--- config.mk ---
export PLATFORM = sky130hd
export DESIGN_NAME = conv_window_gen
export DESIGN_NICKNAME = d
export VERILOG_FILES = /design/src/rtl/conv_window_gen.sv
export SDC_FILE = /design/constraint.sdc
export NUM_CORES = 1
export LEC_CHECK = 0
export CORE_ASPECT_RATIO = 1.1
export CORE_UTILIZATION = 59
export DETAILED_ROUTE_END_ITERATION = 10
export DONT_BUFFER_PORTS = 1
export GPL_TIMING_DRIVEN = 1
export PLACE_DENSITY = 0.82
export REMOVE_ABC_BUFFERS = 1
export SKIP_CTS_REPAIR_TIMING = 1
export SKIP_LAST_GASP = 1
export SYNTH_ARGS = -nofsm -noshare
export SYNTH_HDL_FRONTEND = slang
export SYNTH_SLANG_ARGS = --single-unit
--- constraint.sdc ---
create_clock -name clk -period 5.8 [get_ports clk]
set_clock_uncertainty 0.2 [all_clocks]
set_input_delay 1.16 -clock clk [delete_from_list [all_inputs] [get_ports clk]]
set_output_delay 1.16 -clock clk [all_outputs]
set_load 0.05 [all_outputs]
--- src/rtl/conv_window_gen.sv ---
// 3x3 sliding-window generator: raster FP16 pixels in, one stride-1 window out per
// accepted pixel once two full rows and two columns of the current frame are buffered.
module conv_window_gen #(
  parameter int IMAGE_SIZE  = 16,
  parameter int KERNEL_SIZE = 3,
  parameter int DATA_WIDTH  = 16,
  parameter int ADDR_SIZE   = 4
) (
  input  logic                  clk,
  input  logic                  rst,
  input  logic                  clear,
  input  logic                  in_valid,
  output logic                  in_ready,
  input  logic [DATA_WIDTH-1:0] in_pixel,
  output logic                  win_valid,
  input  logic                  win_ready,
  output logic [DATA_WIDTH-1:0] ImgP1,
  output logic [DATA_WIDTH-1:0] ImgP2,
  output logic [DATA_WIDTH-1:0] ImgP3,
  output logic [DATA_WIDTH-1:0] ImgP4,
  output logic [DATA_WIDTH-1:0] ImgP5,
  output logic [DATA_WIDTH-1:0] ImgP6,
  output logic [DATA_WIDTH-1:0] ImgP7,
  output logic [DATA_WIDTH-1:0] ImgP8,
  output logic [DATA_WIDTH-1:0] ImgP9,
  output logic [ADDR_SIZE-1:0]  win_row,
  output logic [ADDR_SIZE-1:0]  win_col,
  output logic                  win_last
);

  localparam int TAPS = KERNEL_SIZE * KERNEL_SIZE;
  localparam logic [ADDR_SIZE-1:0] LAST = ADDR_SIZE'(IMAGE_SIZE - 1);
  localparam logic [ADDR_SIZE-1:0] TWO  = ADDR_SIZE'(2);
  localparam logic [ADDR_SIZE-1:0] ONE  = ADDR_SIZE'(1);

  logic [ADDR_SIZE-1:0]  row;
  logic [ADDR_SIZE-1:0]  col;
  logic [DATA_WIDTH-1:0] lb1 [IMAGE_SIZE];
  logic [DATA_WIDTH-1:0] lb2 [IMAGE_SIZE];
  logic [DATA_WIDTH-1:0] win [TAPS];
  logic                  ready_en;
  logic                  accept;
  logic                  produce;

  // Valid/ready: a pixel moves on in_valid && in_ready, a window on win_valid && win_ready.
  // The single output stage frees up in the same cycle the downstream takes it.
  assign in_ready = ready_en && (!win_valid || win_ready);
  assign accept   = in_valid && in_ready && !clear;
  assign produce  = accept && (row >= TWO) && (col >= TWO);

  always_ff @(posedge clk or negedge rst) begin
    if (!rst) begin
      ready_en  <= 1'b0;
      row       <= '0;
      col       <= '0;
      win_valid <= 1'b0;
      win_last  <= 1'b0;
      win_row   <= '0;
      win_col   <= '0;
      for (int i = 0; i < TAPS; i++) win[i] <= '0;
    end else begin
      ready_en <= 1'b1;
      if (clear) begin
        row       <= '0;
        col       <= '0;
        win_valid <= 1'b0;
        win_last  <= 1'b0;
      end else begin
        if (accept) begin
          // Shift left one column; new right column is older rows above the new pixel.
          win[0] <= win[1];
          win[1] <= win[2];
          win[2] <= lb2[col];
          win[3] <= win[4];
          win[4] <= win[5];
          win[5] <= lb1[col];
          win[6] <= win[7];
          win[7] <= win[8];
          win[8] <= in_pixel;
          if (col == LAST) begin
            col <= '0;
            row <= (row == LAST) ? '0 : row + ONE;
          end else begin
            col <= col + ONE;
          end
        end
        if (produce) begin
          win_valid <= 1'b1;
          win_row   <= row - TWO;
          win_col   <= col - TWO;
          win_last  <= (row == LAST) && (col == LAST);
        end else if (win_valid && win_ready) begin
          win_valid <= 1'b0;
          win_last  <= 1'b0;
        end
      end
    end
  end

  // Line buffers hold no reset: rows 0 and 1 of every frame overwrite them before use.
  always_ff @(posedge clk) begin
    if (accept) begin
      lb2[col] <= lb1[col];
      lb1[col] <= in_pixel;
    end
  end

  assign ImgP1 = win[0];
  assign ImgP2 = win[1];
  assign ImgP3 = win[2];
  assign ImgP4 = win[3];
  assign ImgP5 = win[4];
  assign ImgP6 = win[5];
  assign ImgP7 = win[6];
  assign ImgP8 = win[7];
  assign ImgP9 = win[8];

endmodule
After elaboration in Yosys (flattened, before gate mapping)
Memories as Yosys holds them, arrays and structs flattened. A register that Yosys moved wholly into a read port is not among the register bits.
Index checks and enable logic that the tools add are counted.
{ "op_classes": {"n_addsub": 4, "n_lt_le_gt_ge": 2, "n_eq_ne": 2, "muxes": 14, "bitwise": 1, "n_reduce_logical": 17} }
{ "op_table": {"columns": ["op", "n"], "rows": [
  ["4-bit two-way mux", 7],
  ["4-bit by 1-bit adder with 4-bit output (second input constant)", 2],
  ["4-bit == test (second input constant)", 2],
  ["4-bit by 2-bit greater-or-equal comparator with 1-bit output (second input constant)", 2],
  ["4-bit by 2-bit subtractor with 4-bit output (second input constant)", 2],
  ["1-bit logical AND", 7],
  ["1-bit two-way mux", 7],
  ["2-bit AND reduction", 3],
  ["2-bit nonzero test", 2],
  ["1-bit zero test", 3],
  ["3-bit nonzero test", 1],
  ["1-bit logical OR", 1],
  ["1-bit NOT", 1]
]} }
{ "word_totals": {"reg_bits": 147, "ramBits": 512, "input_bits": 21, "output_inout_bits": 155, "memories": 2} }
{ "mem_list": {"columns": ["name", "depth", "word_bits", "rd", "rd_ports_with_merged_regs", "write_ports", "line", "source"], "rows": [
  ["lb1", 16, 16, 1, 0, 1, "38", "logic [DATA_WIDTH-1:0] lb1 [IMAGE_SIZE];"],
  ["lb2", 16, 16, 1, 1, 1, "39", "logic [DATA_WIDTH-1:0] lb2 [IMAGE_SIZE];"]
]} }

Depth between registers and ports, before layout
{ "depth": {"word_depth": 9, "ltp_mapped": 8, "ltp_nobuf": 5} }

Worst setup path before layout
No wires, ideal clock.
{ "synth_timing": {"path_kind": "input to register", "startpoint": "input clear", "endpoint": "memory lb1[2][0], enable pin", "setup_time_ns": 0.461, "arrival_ns": 4.307, "required_ns": 5.139, "setup_slack_ns": 0.832, "path_stages": 5, "path_buffers": 2, "cell_sequence": "clkbuf_1 > nor3_2 > clkbuf_1 > nand2_1 > nor3_1"} }
{ "synth_between": {"elab_chain_len": 4} }
{ "synth_rtl": {"columns": ["element", "line", "source"], "rows": [
  ["start, declared", "11", "input logic clear,"],
  ["1-bit zero test", "48", "assign accept = in_valid && in_ready && !clear;"],
  ["1-bit logical AND", "48", null],
  ["1-bit two-way mux", "102", "if (accept) begin"],
  ["1-bit two-way mux (not written as such)", "104", "lb1[col] <= in_pixel;"],
  ["end, declared", "38", null]
]} }
Every way passes these cells.

Worst setup path in the final report
{ "layout_timing": {"startpoint": "register col[2]", "endpoint": "memory lb2[7][15], enable pin"} }
{ "layout_lines": {"columns": ["element", "line", "source"], "rows": [
  ["start, declared", "37", "logic [ADDR_SIZE-1:0] col;"],
  ["start signal, assigned", "84", "col <= col + ONE;"],
  ["end, declared", "39", null]
]} }
Straight into the memory's write port.

==> results.sh <==
export IMPL_synth_top_area_share=0.594
export IMPL_detail_route_first_pass_iterations=6
export IMPL_io_pins=176
export IMPL_worst_tran_pin_value_ps=1250
export IMPL_start_kind="flop"
export IMPL_grt_start_max_net_pins=164
export IMPL_synth_top_area_cell="edfxtp_1"
export IMPL_start_util=0.597
export IMPL_synth_area_top_cells="edfxtp_1 (59%), dfrtp_1 (16%), nand2_1 (5.8%), mux4_2 (5.7%), mux2i_1 (5.1%)"
export IMPL_cts_max_level=3
export IMPL_timing_critical_path_arrival_ps=3820
export IMPL_initialDrtViolationCount=1653
export IMPL_antenna_diode_count=0
export IMPL_run_status="completed"
export IMPL_wirelength_um=56900
export IMPL_power_per_unit_of_standard_cell_area_nw_per_um2=387
export IMPL_vias=14000
export IMPL_setup_violations_final=0
export IMPL_critical_path_max_stage_delay_ps=1040
export IMPL_die_h_um=222
export IMPL_worstPathMaxFanout=61
export IMPL_design_core_area_um2=43300
export IMPL_groute_layer_met3_usage=0.0491
export IMPL_preCtsSetupSlack_ps=2010
export IMPL_power_mw=11.0
export IMPL_end_kind="flop"
export IMPL_place_port_buffers=0
export IMPL_post_synth_instance_area_um2=25900
export IMPL_cellLeakagePower_nw=10.2
export IMPL_stdcell_area_um2=28500
export IMPL_timing_max_transition_violations_final=0
export IMPL_grt_util_met2=0.426
export IMPL_yosysWarnings=0
export IMPL_tritoncts="yes"
export IMPL_synthArstFlopShare=0.241
export IMPL_ys_dominant_reg_cell="edfxtp_1"
export IMPL_most_frequent_cells_after_synthesis="edfxtp_1 (512), nand2_1 (397), dfrtp_1 (163)"
export IMPL_first_global_vias=14300
export IMPL_grt_busiest_layer="met2"
export IMPL_grt_first_pass_wirelength_um=86400
export IMPL_yosysSeqAreaShare=0.752
export IMPL_synth_enable_flop_cells=512
export IMPL_achievable_frequency_mhz=264
export IMPL_filler_cell_count=2756
export IMPL_layout_drive_gt1_share=0.123
export IMPL_grt_setup_unrepaired="no"
export IMPL_dieArea_um2=44700
export IMPL_critPathSlowestCell="dfrtp_4"
export IMPL_series_of_cell_instances_along_the_critical_path="clkinv_1, nor2_1, and3_1, buf_4"
export IMPL_hold_path_class="input pin to asynchronous set/reset pin"
export IMPL_netlist_instances=1618
export IMPL_crit_family="simple AND/OR/NAND/NOR gates"
export IMPL_irDropWorstVdd_mv=0.277
export IMPL_ys_seq_elements=675
export IMPL_nets=1659
export IMPL_globalplace_congestion=0.791
export IMPL_route_detailed_drc=0
export IMPL_crit_required_ps=5840
export IMPL_place_detailed_hpwl_um=31600
export IMPL_fin_ws_ps=2020
export IMPL_synthMostInstantiatedCell="edfxtp_1"
export IMPL_ctsLongestPathBuffers=3
export IMPL_cp_buffers_inverters=2
export IMPL_layout_area_overhead_vs_synth_pct=10.2
export IMPL_kind_of_critical_path="flop to flop"
export IMPL_min_period_ps=3780
export IMPL_avgSynthCellArea_um2=16.0
export IMPL_cts_buffers_inserted=66
export IMPL_distinct_cell_type_count_after_synthesis=43
export IMPL_clock_slew_seen_by_the_registers_of_the_worst_setup_and_hold_paths_ps=60
export IMPL_ctsRootBufferMaster="clkbuf_16"
export IMPL_fp_row_count=80
export IMPL_slew_headroom=0.161
export IMPL_clock_insertion_delay_worst_skew_ps=600
export IMPL_route_detailed_vias_per_inst=6.20
export IMPL_timing_final_hold_violations=0
export IMPL_grt_remaining_overflow=0
export IMPL_detailed_place_area_um2=26500
export IMPL_fin_crit_sh=0.652
export IMPL_global_route_usage_over_all_layers=0.260
export IMPL_drv_max_cap_violation_count=0
export IMPL_grt_antenna_before_repair=0
export IMPL_route_antenna_remaining_nets=0
export IMPL_rrSetupSlack_ps=2020
export IMPL_avgRoutedWirePerCell_um=25.3
export IMPL_die_width_um=202
export IMPL_cts_sink_count=675
export IMPL_grt_util_met1=0.348
-- report_power, final --
group | switching (mW) | internal [mW] | total [mW]
combinational | 0.286 | 0.168 | 0.454
sequential | 1.01 | 5.46 | 6.46
clock | 1.75 | 2.37 | 4.12
-- metrics by stage --
stage,setup TNS [ps],instances,util,hold slack [ps]
after floorplan,-1116420,1529,-,338
after global placement,0,2134,0.611,378
after detailed placement,0,2134,0.611,396
after CTS,0,2253,0.658,50.2
after global routing,0,2253,0.658,60.1
final,0,2253,0.658,78.1
-- cell usage in the layout (no fill, tap or decap), types with 4 or more instances in the layout --
cell	instances
and2_1	4
o22ai_1	47
clkinv_2	7
clkbuf_1	25
mux4_2	66
mux2_4	6
a21oi_1	12
bufinv_16	4
inv_1	6
a31oi_1	17
nand3_1	5
clkinv_1	9
buf_4	30
nand2_1	397
nor2b_1	4
clkinvlp_4	4
and3_1	19
a22oi_1	31
nor3_1	19
nor2_1	29
mux2i_1	133
ha_1	10
edfxtp_1	512
clkbuf_16	69
dfrtp_1	160
a32oi_1	9
-- routing by layer --
| layer | share of wire | up-vias | routed length (um) |
|---|---|---|---|
| met5 | 0 | - | 0 |
| met4 | 0.029 | 0 | 1650 |
| met3 | 0.088 | 120 | 5010 |
| met2 | 0.50 | 736 | 28500 |
| met1 | 0.38 | 7088 | 21700 |
| li1 | - | 6031 | - |
-- path summary, 6_finish.rpt --
path,from,end,cells after the start
min reg2reg,row[0],row[0],1
min in group clk,row[0],row[0],1
max in group asynchronous,rst,ImgP6[8],0
min,rst,win_col[0],0
max reg2reg,col[2],lb2[7][15],4
max,col[2],lb2[7][15],4
-- layout make-up --
class	instances	area, um2	share of cell area
Tap cell	574	718	0.0252
Sequential cell	675	19500	0.682
Multi-Input combinational cell	845	6010	0.211
Timing Repair Buffer	31	245	0.00860
Inverter	9	33.8	0.00118
Clock buffer	94	1820	0.0638
Clock inverter	25	238	0.00833
-- cell families (layout without fill, tap and decap cells) --
logic type      after synthesis  in the layout  synth area share
flops                       675            675             0.752
simple gates                497            497            0.0791
mux                         208            208             0.114
compound gates              123            123            0.0317
buf+inv                      98            159            0.0171
fa+ha+maj                    10             10           0.00483
xor+xnor                      6              6           0.00203
other cells                   1              1          0.000145
-- registers in the layout, indices dropped and copies added (netlist names), 4 cells and up --
register  flops
ImgP1        16
ImgP2        16
ImgP3        16
ImgP4        16
ImgP5        16
ImgP6        16
ImgP7        16
ImgP8        16
ImgP9        16
col           4
lb1         256
lb2         256
row           4
win_col       4
win_row       4
Power figures use the tool's default switching activity.
